--- src/rtl/board_req_queue.sv ---
// Four per-board packet FIFOs feeding a round-robin arbiter and draining the granted head onto one stream.
// Define BOARD_REQ_QUEUE_CHECK_EN to build the sticky grant/board_sel protocol checker behind proto_err.
module board_req_queue #(
  parameter int DATA_WIDTH = 64,
  parameter int DEPTH      = 4
) (
  input  logic                      clk,
  input  logic                      rst_n,
  input  logic [3:0]                in_valid,
  input  logic [4*DATA_WIDTH-1:0]   in_data,
  output logic [3:0]                in_ready,
  output logic [3:0]                req_mask,
  output logic                      arb_enable,
  input  logic [3:0]                grant_mask,
  input  logic [2:0]                board_sel,
  output logic                      out_valid,
  output logic [DATA_WIDTH-1:0]     out_data,
  output logic [1:0]                out_board,
  input  logic                      out_ready,
  output logic                      proto_err
);

  localparam int AW = (DEPTH > 1) ? $clog2(DEPTH) : 1;
  localparam int CW = AW + 1;

  logic [DATA_WIDTH-1:0] r_mem    [4][DEPTH];
  logic [AW-1:0]         r_wr_ptr [4];
  logic [AW-1:0]         r_rd_ptr [4];
  logic [CW-1:0]         r_count  [4];

  logic [3:0]            w_push;
  logic [3:0]            w_pop;
  logic                  w_onehot;
  logic [1:0]            w_g;
  logic [DATA_WIDTH-1:0] w_head;

  always_comb begin
    in_ready = '0;
    req_mask = '0;
    for (int i = 0; i < 4; i++) begin
      in_ready[i] = (r_count[i] != CW'(DEPTH));
      req_mask[i] = (r_count[i] != '0);
    end
  end

  assign w_push   = in_valid & in_ready;
  assign w_onehot = (grant_mask != 4'd0) && ((grant_mask & (grant_mask - 4'd1)) == 4'd0);
  assign w_g      = board_sel[1:0];
  assign w_head   = r_mem[w_g][r_rd_ptr[w_g]];

  // Egress is driven purely from the registered grant and the registered queue state.
  assign out_valid  = w_onehot && (r_count[w_g] != '0);
  assign out_data   = out_valid ? w_head : '0;
  assign out_board  = w_onehot ? w_g : 2'd0;
  assign w_pop      = (out_valid && out_ready) ? (4'b0001 << w_g) : 4'b0000;
  assign arb_enable = (req_mask != 4'd0) && (!out_valid || out_ready);

  always_ff @(posedge clk or negedge rst_n) begin
    if (!rst_n) begin
      for (int i = 0; i < 4; i++) begin
        r_wr_ptr[i] <= '0;
        r_rd_ptr[i] <= '0;
        r_count[i]  <= '0;
      end
    end else begin
      for (int i = 0; i < 4; i++) begin
        if (w_push[i]) r_wr_ptr[i] <= r_wr_ptr[i] + AW'(1);
        if (w_pop[i])  r_rd_ptr[i] <= r_rd_ptr[i] + AW'(1);
        case ({w_push[i], w_pop[i]})
          2'b10:   r_count[i] <= r_count[i] + CW'(1);
          2'b01:   r_count[i] <= r_count[i] - CW'(1);
          default: r_count[i] <= r_count[i];
        endcase
      end
    end
  end

  // Payload storage carries no reset; validity lives entirely in the counts.
  always_ff @(posedge clk) begin
    for (int i = 0; i < 4; i++) begin
      if (w_push[i]) r_mem[i][r_wr_ptr[i]] <= in_data[i*DATA_WIDTH +: DATA_WIDTH];
    end
  end

`ifdef BOARD_REQ_QUEUE_CHECK_EN
  logic r_proto_err;
  logic w_proto_bad;

  assign w_proto_bad = ((grant_mask != 4'd0) && !w_onehot)
                    || (w_onehot && (board_sel[2] || !grant_mask[w_g]))
                    || ((grant_mask == 4'd0) && (board_sel != 3'd7));

  always_ff @(posedge clk or negedge rst_n) begin
    if (!rst_n) r_proto_err <= 1'b0;
    else        r_proto_err <= r_proto_err | w_proto_bad;
  end

  assign proto_err = r_proto_err;
`else
  logic w_unused_sel;
  assign w_unused_sel = board_sel[2];
  assign proto_err    = 1'b0;
`endif

endmodule

--- config.mk ---
export PLATFORM = sky130hd
export DESIGN_NAME = board_req_queue
export DESIGN_NICKNAME = d
export VERILOG_FILES = /design/src/rtl/board_req_queue.sv
export SDC_FILE = /design/constraint.sdc
export NUM_CORES = 1
export LEC_CHECK = 0
export ABC_AREA = 1
export CAP_MARGIN = 0
export CORE_MARGIN = 2
export CORE_UTILIZATION = 35
export DETAILED_ROUTE_END_ITERATION = 8
export REMOVE_ABC_BUFFERS = 1
export SLEW_MARGIN = 0
export SYNTH_ARGS = -nofsm -noshare
export SYNTH_HDL_FRONTEND = slang
export SYNTH_SLANG_ARGS = --single-unit
--- constraint.sdc ---
create_clock -name clk -period 5 [get_ports clk]
set_input_delay 1 -clock clk [delete_from_list [all_inputs] [get_ports clk]]
set_output_delay 1 -clock clk [all_outputs]
set_load 0.02 [all_outputs]
=== Yosys cells after proc, flatten, opt, wreduce, memory -nomap -nowiden ===
Memory sizes are Yosys's and may differ from the RTL's.
Cells that the tools add are included.

* Bits in registers: 28
* Latch bits: 0
* Bits in writable memories: 1,024
* ROM bits: 0
* Logic and storage cells: 115
* Memories kept: 1

{| class="wikitable"
|+ Memories
! name !! depth !! bits a word !! rd ports !! clocked after memory_dff !! write ports !! line !! source
|-
| r_mem || 4 || 256 || 1 || 0 || 4 || 26 || <nowiki>logic [DATA_WIDTH-1:0] r_mem [4][DEPTH];</nowiki>
|}

* $add $sub $neg: 17
* Multipliers: 0
* Divide/modulo/power cells: 0
* $lt $le $gt $ge: 10
* Eq/ne operators: 12
* Shift-type cells: 1
* Mux-type cells: 32
* Bitwise gates (word level): 8
* Reduce and logical (&&, ||, !) cells: 22

{| class="wikitable"
|+ Operators by type and width
! kind !! count
|-
| 2-to-1 mux 256 bit || 4
|-
| demux 64 bit (select 2 bit) || 4
|-
| 2-to-1 mux 64 bit || 7
|-
| binary-select mux 64 bit (select 2 bit) || 1
|-
| case mux 3 bit (2 select lines) || 4
|-
| >= comparator 3 bit, second input constant || 6
|-
| NOT 2 -> 3 bit || 6
|-
| adder 2 x 1 -> 2 bit, second input constant || 8
|-
| nonzero test 3 bit || 5
|-
| adder 3 x 1 -> 3 bit, second input constant || 4
|-
| less-than comparator 3 x 1 -> 1 bit, second input constant || 4
|-
| inequality test 3 bit, second input constant || 4
|-
| subtractor 3 x 1 -> 3 bit, second input constant || 4
|-
| AND 4 bit || 2
|-
| == test 2 x 1 -> 1 bit, second input constant || 4
|-
| == test 2 bit, second input constant || 4
|-
| logical AND 1 bit || 8
|-
| nonzero test 2 bit || 4
|-
| nonzero test 4 bit || 2
|-
| binary-select mux 3 bit (select 2 bit) || 1
|-
| 2-to-1 mux 2 bit || 3
|-
| 2-to-1 mux 3 bit || 2
|-
| binary-select mux 2 bit (select 2 bit) || 1
|-
| logical NOT 4 bit || 1
|-
| 6 further kinds || 9
|}

=== Depth between registers and ports, before layout ===
Gate-level depths: netlist of the first run.

* Depth after elaboration: 10
* Mapped depth: 14
* Depth with buffers taken out: 13

=== Worst setup path before layout of the first run ===
No wires, ideal clock.

* Kind: input -> register
* Start: input port in_valid[0]
* End: memory r_mem[0][0] in the netlist's numbering (enable)
* Arrival time: 3,866 ps
* Slack: 647 ps
* Stages on the path: 2
* Buffers on the path: 0
* Path through: nand2_1 > nor2_1

{| class="wikitable"
|+ RTL lines
! what !! line !! source
|-
| start: declaration || 9 || <nowiki>input logic [3:0] in_valid,</nowiki>
|-
| end: declaration || 26 ||
|}

=== Worst setup path in the final report of the first run ===
* Start: input port board_sel[1]
* End: output port out_data[18]

* Cells in the longest elaborated chain, start to end: 9

{| class="wikitable"
|+ RTL lines
! what !! line !! source
|-
| start: declaration || 15 || <nowiki>input logic [2:0] board_sel,</nowiki>
|-
| NOT 2 -> 3 bit (not written as such) || 49, 52 ||
|-
| binary-select mux 2 bit (select 2 bit) || 49 || <nowiki>assign w_head = r_mem[w_g][r_rd_ptr[w_g]];</nowiki>
|-
| 2-to-1 mux 2 bit (not written as such) (2 in series) || 49 ||
|-
| NOT 2 -> 3 bit (not written as such) || 49 ||
|-
| binary-select mux 64 bit (select 2 bit) || 49 ||
|-
| 2-to-1 mux 64 bit (not written as such) (2 in series) || 49 ||
|-
| 2-to-1 mux 64 bit (*) || 53 || <nowiki>assign out_data = out_valid ? w_head : '0;</nowiki>
|-
| end: declaration || 17 || <nowiki>output logic [DATA_WIDTH-1:0] out_data,</nowiki>
|}

Every way passes the cells marked *; elsewhere a longest branch is shown, timed or not. The select of a mux whose other input is x is not followed.

==> results of run 1 <==
[metrics by stage]
| stage | util (%) | setup TNS, ns | hold WS [ns] |
|---|---|---|---|
| 4_1_cts | 43.06 | 0 | 0.5306 |
| 5_1_grt | 43.07 | 0 | 0.5593 |
| 6_report | 43.07 | 0 | 0.5302 |
| 2_1_floorplan | - | -310.41 | 0.4904 |
| 3_5_place_dp | 40.18 | 0 | 0.5157 |
| 3_3_place_gp | 40.18 | 0 | 0.5077 |
[registers in the layout (all words and copies together) (netlist names)]
register / count
r_rd_ptr: 8
r_count: 12
r_wr_ptr: 8
r_mem: 1024
[kinds of logic (layout without fill, tap and decap cells)]
group           Yosys count  in the layout  synth area share (%)
simple gates           1619           1619                 14.68
compound gates          443            443                 5.456
buf+inv                 654           1108                 5.971
mux                       3              3               0.07811
xor+xnor                 16             16                0.3240
flops                  1052           1052                 72.72
other cells               1              5              0.008671
fa+ha+maj                24             24                0.7638
[worst paths after layout]
path / startpoint / to / slack [ns] / depth (start not counted)
max: board_sel[1] / out_data[18] / 0.30 / 12
max in group asynchronous: rst_n / r_wr_ptr[2] / 4.00 / 2
min: r_rd_ptr[5] / r_rd_ptr[5] / 0.53 / 2
max reg2reg: r_count[6] / r_count[8] / 2.53 / 13
min in group asynchronous: rst_n / r_count[2] / 0.70 / 2
min reg2reg: r_rd_ptr[5] / r_rd_ptr[5] / 0.53 / 2
[critical path, cell delays in order]
cell	delay (ns)
sky130_fd_sc_hd__buf_4	0.21
sky130_fd_sc_hd__inv_2	0.23
sky130_fd_sc_hd__nand2_4	0.08
sky130_fd_sc_hd__nor2_1	0.12
sky130_fd_sc_hd__nor2_1	0.08
sky130_fd_sc_hd__nand2_4	0.29
sky130_fd_sc_hd__clkinv_2	0.14
sky130_fd_sc_hd__buf_12	0.23
sky130_fd_sc_hd__nand2_1	0.10
sky130_fd_sc_hd__nor2_1	0.05
sky130_fd_sc_hd__nor2_1	0.40
sky130_fd_sc_hd__clkdlybuf4s50_1	0.71
[layout by cell type (no fill, tap or decap), types with 7 or more instances in the layout]
master / count
sky130_fd_sc_hd__edfxtp_1: 1024
sky130_fd_sc_hd__nand4_1: 12
sky130_fd_sc_hd__inv_6: 7
sky130_fd_sc_hd__nor2_4: 21
sky130_fd_sc_hd__inv_1: 483
sky130_fd_sc_hd__nand2_1: 877
sky130_fd_sc_hd__bufinv_16: 9
sky130_fd_sc_hd__clkinv_2: 18
sky130_fd_sc_hd__o21ai_0: 368
sky130_fd_sc_hd__or2_0: 20
sky130_fd_sc_hd__buf_4: 43
sky130_fd_sc_hd__o211ai_1: 52
sky130_fd_sc_hd__clkdlybuf4s50_1: 342
sky130_fd_sc_hd__a21oi_1: 11
sky130_fd_sc_hd__clkbuf_1: 19
sky130_fd_sc_hd__o22ai_1: 10
sky130_fd_sc_hd__dfrtp_1: 28
sky130_fd_sc_hd__clkinv_1: 33
sky130_fd_sc_hd__xor2_1: 12
sky130_fd_sc_hd__nand3_1: 66
sky130_fd_sc_hd__buf_12: 31
sky130_fd_sc_hd__nor2_1: 585
sky130_fd_sc_hd__or2_2: 32
sky130_fd_sc_hd__clkbuf_16: 113
sky130_fd_sc_hd__ha_1: 20
[layer usage]
metal	part of all wire, %	global-route usage, %	vias up
met5	0.063	0	-
met4	2.6	6.246	14
met3	6.3	3.303	217
met2	50	36.30	1019
met1	41	26.12	13890
li1	-	-	13320
[area by class of cell]
class	instances	area share [%]
inverter	487	3.488
clock buffer	132	5.508
timing repair buffer	416	8.297
tap	1625	3.863
antenna	4	0.01902
sequential	1052	59.76
multi-input combinational	2106	17.88
clock inverter	73	1.191
[power breakdown]
group / leakage, uW / total, uW / switching [uW] / internal, uW
sequential: 0.00971 / 12000 / 396 / 11600
combinational: 0.00858 / 5290 / 3800 / 1490
clock: 0.00172 / 8030 / 3440 / 4590
total: 0.0200 / 25300 / 7630 / 17700
==> qor.txt, run 1 <==
fill cell count: 11210
area taken by multi-input logic gates: 0.009408 mm2
final count of pins violating max slew: 0
maximum number of pins on one net before global-route repair: 125
outcome: completed
post-CTS clock slew at the launch and capture registers of the worst setup and hold paths: 0.06 ns
worst voltage drop across the vdd grid: 0.3360 mV
Resize count post-CTS: 0
RePlAce Congestion: 0.7912
min cycle time layout: 4.703 ns
CP Capture Type: output pin
post-layout net count: 4469
Worst Path Max Fanout: 35
Setup Skew: 0.01743 ns
slew at the pin with the worst max-slew slack: 1.025 ns
via/cell ratio: 4.827
count leader, synth: sky130_fd_sc_hd__edfxtp_1
cts-stage hold buffer count: 0
gate count of the mapped netlist: 3812
data required time of the critical path: 4.00 ns
setup repair bufs after CTS: 0
non-filler instance count after layout: 5895
area of all placed cells without fillers: 0.05263 mm2
area of all sequential standard cells: 0.03145 mm2
gr usage total: 20.66%
number of vias after detailed routing: 28450
routed wire length: 132900 um
root buffer cell: sky130_fd_sc_hd__clkbuf_16
number of instances in the placed design: 5686
worst endpoint data arrival time: 3.70 ns
deepest clock path buffer count: 3
Worst Hold Class: flip-flop to flip-flop
core area: 0.1222 mm2
FP Rows: 128
worst-case headroom to the max-slew limit: 31.66%
placement-stage cell area: 0.04909 mm2
antenna violations before repair: 13
wire length of the first global-routing pass: 187600 um
number of unique standard cell types used by synthesis: 29
post-detailed-route count of antenna-violating nets: 0
top cell type by total area after synthesis: sky130_fd_sc_hd__edfxtp_1
Hold Fails Final Rpt: 0
critical path class: primary input to output pin
floorplan die height: 355.5 um
H-tree level count: 3
Final WS setup: 0.2968 ns
effective utilization at floorplan: 35.39%
count of buffers from port buffering: 344
number of warnings reported in the yosys synthesis log: 0
top cells by area, synth: sky130_fd_sc_hd__edfxtp_1 (71%), sky130_fd_sc_hd__nand2_1 (7.6%), sky130_fd_sc_hd__nor2_1 (5.2%), sky130_fd_sc_hd__o21ai_0 (4.3%), sky130_fd_sc_hd__inv_1 (4.2%)
proportion of netlist area held by the largest area contributor: 71.10%
hpwl dp: 75970 um
Final Setup Violations: 0
Setup WS pre-CTS: 0.2823 ns
area of the mapped netlist: 0.04325 mm2
max-cap viol count: 0
pwr dens: 481.4 mW/mm2
unrepaired setup endpoints after global routing: no
detailed-route wire length per cell: 22.54 um
horizontal die dimension: 355.5 um
later-pin clock latency in the skew report: 0.70 ns
number of enable flip-flop cells after synthesis: 1024
share of final-layout standard cells stronger than drive strength 1: 6.868%
layout overhead on the synthesized area: 21.69%
DRT Pass-1 Iters: 6
TritonCTS Buffers: 112
most common library cells after synthesis: sky130_fd_sc_hd__edfxtp_1 (1024), sky130_fd_sc_hd__nand2_1 (880), sky130_fd_sc_hd__nor2_1 (602)
detailed router's first-iteration violation count: 2712
sequential-to-total area share from yosys stat: 72.72%
overall power consumption: 25340 uW
post-synthesis async set-or-reset flop share: 2.662%
Post-Syn Area per Cell: 11.35 um2
FF+latch count, synth: 1052
CTS sink count: 1052
clock tree from TritonCTS: built
die area: 0.1264 mm2
leakage power total: 0.02000 uW
achievable frequency: 212.6 MHz
launching element type of the critical path: primary input
DRC violation count after routing: 0
final clock period utilization by the worst path: 94.06%
primary flip-flop cell chosen by synthesis mapping: sky130_fd_sc_hd__edfxtp_1
number of top-level pins: 347
remaining global-route overflow: 0
vias in the first global route: 27480
Power figures use the tool's default switching activity.
==> run 2, diff against run 1 <==
--- a/config.mk
+++ b/config.mk
@@ -11,6 +11,7 @@
 export CORE_UTILIZATION = 35
 export DETAILED_ROUTE_END_ITERATION = 8
 export REMOVE_ABC_BUFFERS = 1
+export SKIP_LAST_GASP = 1
 export SLEW_MARGIN = 0
 export SYNTH_ARGS = -nofsm -noshare
 export SYNTH_HDL_FRONTEND = slang
==> results of run 2 <==
The final DEF is identical to that of run 1; final timing and power are the same.
==> run 3, diff against run 2 <==
--- a/config.mk
+++ b/config.mk
@@ -7,6 +7,7 @@
 export LEC_CHECK = 0
 export ABC_AREA = 1
 export CAP_MARGIN = 0
+export CORE_ASPECT_RATIO = 0.75
 export CORE_MARGIN = 2
 export CORE_UTILIZATION = 35
 export DETAILED_ROUTE_END_ITERATION = 8
==> constraint.sdc (replaced) <==
create_clock -name clk -period 5.7 [get_ports clk]
set_input_delay 1.14 -clock clk [delete_from_list [all_inputs] [get_ports clk]]
set_output_delay 1.14 -clock clk [all_outputs]
set_load 0.02 [all_outputs]
==> run 3 against run 2 <==
Non-clock buffer count increased by 9. Critical path depth fell by 1. Clock skew decreased by 0.0037 ns. Combinational power is 9.8% lower. Critical endpoint is now out_data[33]. Wire length up 3.8%. Highest routed layer unchanged. Flip-flop and latch count is the same. Cell area decreased by 0.79%. Clock-buffer cell count grew 8. Worst setup slack improved by 0.14 ns. Global-route usage up 0.84 points. Largest cell class unchanged. Via count rose by 1.9%. Hold slack improved by 0.0011 ns.
==> qor.txt, run 3 (synthesized netlist as in run 1, its figures left out) <==
outcome: completed
area of all sequential standard cells: 0.03145 mm2 (unchanged)
wire length of the first global-routing pass: 193400 um (+3.1%)
floorplan die height: 308.4 um (-13%)
number of vias after detailed routing: 28990 (+1.9%)
critical path class: primary input to output pin
worst hold margin: 0.5314 ns (+0.001120 ns)
detailed router's first-iteration violation count: 2814 (+3.8%)
Worst Hold Depth: 1 (-1)
TritonCTS Buffers: 104 (-7.1%)
reg-to-reg endpoint: r_mem[0][9]
DRT Pass-1 Iters: 5 (-1)
launching element type of the critical path: primary input
setup repair bufs after CTS: 0 (unchanged)
count of buffers from port buffering: 344 (unchanged)
vias in the first global route: 27200 (-1.0%)
area of all placed cells without fillers: 0.05222 mm2 (-0.79%)
Final Setup Violations: 0 (unchanged)
later-pin clock latency in the skew report: 0.72 ns (+0.02 ns)
worst-case hold path end point: r_count[6]
layout overhead on the synthesized area: 20.73%
pwr dens: 416.5 mW/mm2 (-13%)
DRC violation count after routing: 0 (unchanged)
kind of cell adding the most delay to the critical path: buffers and inverters
root buffer cell: sky130_fd_sc_hd__clkbuf_16
leakage power total: 0.01983 uW (-0.89%)
antenna violations before repair: 23 (+10)
worst endpoint data arrival time: 4.12 ns (+0.42 ns)
slowest library cell on the worst path: sky130_fd_sc_hd__clkdlybuf4s50_1
slew at the pin with the worst max-slew slack: 1.083 ns (+0.05816 ns)
effective utilization at floorplan: 35.35% (-0.046 points)
launching point of the worst reg2reg path: r_count[9]
unrepaired setup endpoints after global routing: no
core area: 0.1224 mm2 (+0.13%)
clock tree from TritonCTS: built
achievable frequency: 190.1 MHz
Hold Fails Final Rpt: 0 (unchanged)
maximum number of pins on one net before global-route repair: 118 (-5.6%)
Final WS setup: 0.4408 ns (+0.1441 ns)
FF-to-FF path depth: 5 (-8)
post-layout net count: 4470 (+0.022%)
data required time of the critical path: 4.56 ns (+0.56 ns)
routed wire length: 137900 um (+3.8%)
final count of pins violating max slew: 0 (unchanged)
worst path cell trace: buf_4 -> nor2_4 -> buf_12 -> nand2_1 -> nand2_1 -> nor2_1 -> nor2_4 -> buf_12 -> nand2_1 -> nor2_1 -> clkdlybuf4s50_1
CTS sink count: 1052 (unchanged)
FP Rows: 111 (-13%)
non-filler instance count after layout: 5905 (+0.17%)
share of final-layout standard cells stronger than drive strength 1: 6.668% (-0.20 points)
commonest non-fill, non-tap cell in the layout: sky130_fd_sc_hd__edfxtp_1
H-tree level count: 3 (unchanged)
area taken by multi-input logic gates: 0.009399 mm2 (about the same)
Setup WS pre-CTS: 0.4970 ns (+0.2147 ns)
placement-stage cell area: 0.04911 mm2 (about the same)
Most Frequent Cell on Critical Path: sky130_fd_sc_hd__nand2_1
deepest clock path buffer count: 3 (unchanged)
number of buffers and inverters on the critical path: 4 (-1)
remaining global-route overflow: 0 (unchanged)
cts-stage hold buffer count: 0 (unchanged)
CP Capture Type: output pin
Setup Skew: 0.01372 ns (-0.003706 ns)
fill cell count: 11380 (+1.5%)
worst hold path startpoint: r_count[6]
final clock period utilization by the worst path: 92.27%
max reg flops: 1024 (unchanged)
worst-case headroom to the max-slew limit: 27.79% (-3.9 points)
number of top-level pins: 347 (unchanged)
highest-count cells in the layout ignoring fill and taps: sky130_fd_sc_hd__edfxtp_1 (1024), sky130_fd_sc_hd__nand2_1 (877), sky130_fd_sc_hd__nor2_1 (585)
post-CTS clock slew at the launch and capture registers of the worst setup and hold paths: 0.06 ns (about the same)
Worst Hold Class: flip-flop to flip-flop
horizontal die dimension: 409.9 um (+15%)
die area: 0.1264 mm2 (about the same)
Worst path max stage delay: 0.71 ns (about the same)
Resize count post-CTS: 0 (unchanged)
hpwl dp: 79570 um (+4.7%)
via/cell ratio: 4.909 (+1.7%)
gr usage total: 21.50% (+0.84 points)
worst reg-to-reg setup slack: 2.99 ns (+0.46 ns)
worst voltage drop across the vdd grid: 0.2905 mV (-14%)
detailed-route wire length per cell: 23.36 um (+3.6%)
min cycle time layout: 5.259 ns
max-cap viol count: 0 (unchanged)
number of instances in the placed design: 5708 (+0.39%)
post-detailed-route count of antenna-violating nets: 0 (unchanged)
Worst Path Max Fanout: 88 (+150%)
RePlAce Congestion: 0.8053 (+1.8%)
==> run 3: cell count changes in the layout (fill, tap and decap cells not counted), sizes merged <==
cell and change:
clkinv -17, diode +4, clkbuf +8, buf +9, inv +1, bufinv -7
clkinvlp -1
==> run 3: worst max path at each step <==
stage,from,endpoint,cells past startpoint
after floorplan,board_sel[1],out_data[0],9
after global placement,board_sel[1],out_data[32],11
after detailed placement,board_sel[1],out_data[32],11
after CTS,board_sel[1],out_data[32],11
after global routing,board_sel[1],out_data[33],11
final,board_sel[1],out_data[33],11
==> run 3: final cells by class <==
| cell class | instances | share of cell area (%) |
|---|---|---|
| clock inverters | 49 | 0.6326 |
| multi-input cells | 2106 | 18.00 |
| clock buffers | 140 | 5.281 |
| diodes | 8 | 0.03834 |
| inverters | 487 | 3.518 |
| flip-flops and latches | 1052 | 60.23 |
| repair buffers | 425 | 8.372 |
| well taps | 1638 | 3.925 |
==> run 3: power by group <==
group	total [uW]	leakage [uW]	internal, uW	switching, uW
registers	10500	0.00971	10200	348
logic	4770	0.00862	1320	3450
clock network	6440	0.00150	3480	2960
==> run 3: worst reg2reg max path: cells and delay by family, from the launching register on <==
| kind | cells | cell delay, ns |
|---|---|---|
| simple gates | 3 | 1.41 |
| buf+inv | 2 | 0.53 |
| flops | 1 | 0.41 |
==> run 3: layer usage <==
metal  GRT usage (%)  routed length [um]  up-vias
met1           30.62               60880    14200
met5               0                 144        -
li1                -                   -    13320
met3           4.565               11970      207
met2           33.33               62080     1240
met4           5.643                2841       24
==> run 3: stage by stage <==
step	TNS, ns	power [uW]	util [%]
after global routing	0	22640	42.67
after detailed placement	0	15480	40.13
after global placement	0	15410	40.13
after CTS	0	21890	42.66
after floorplan	-271.49	13120	-
final	0	21750	42.67
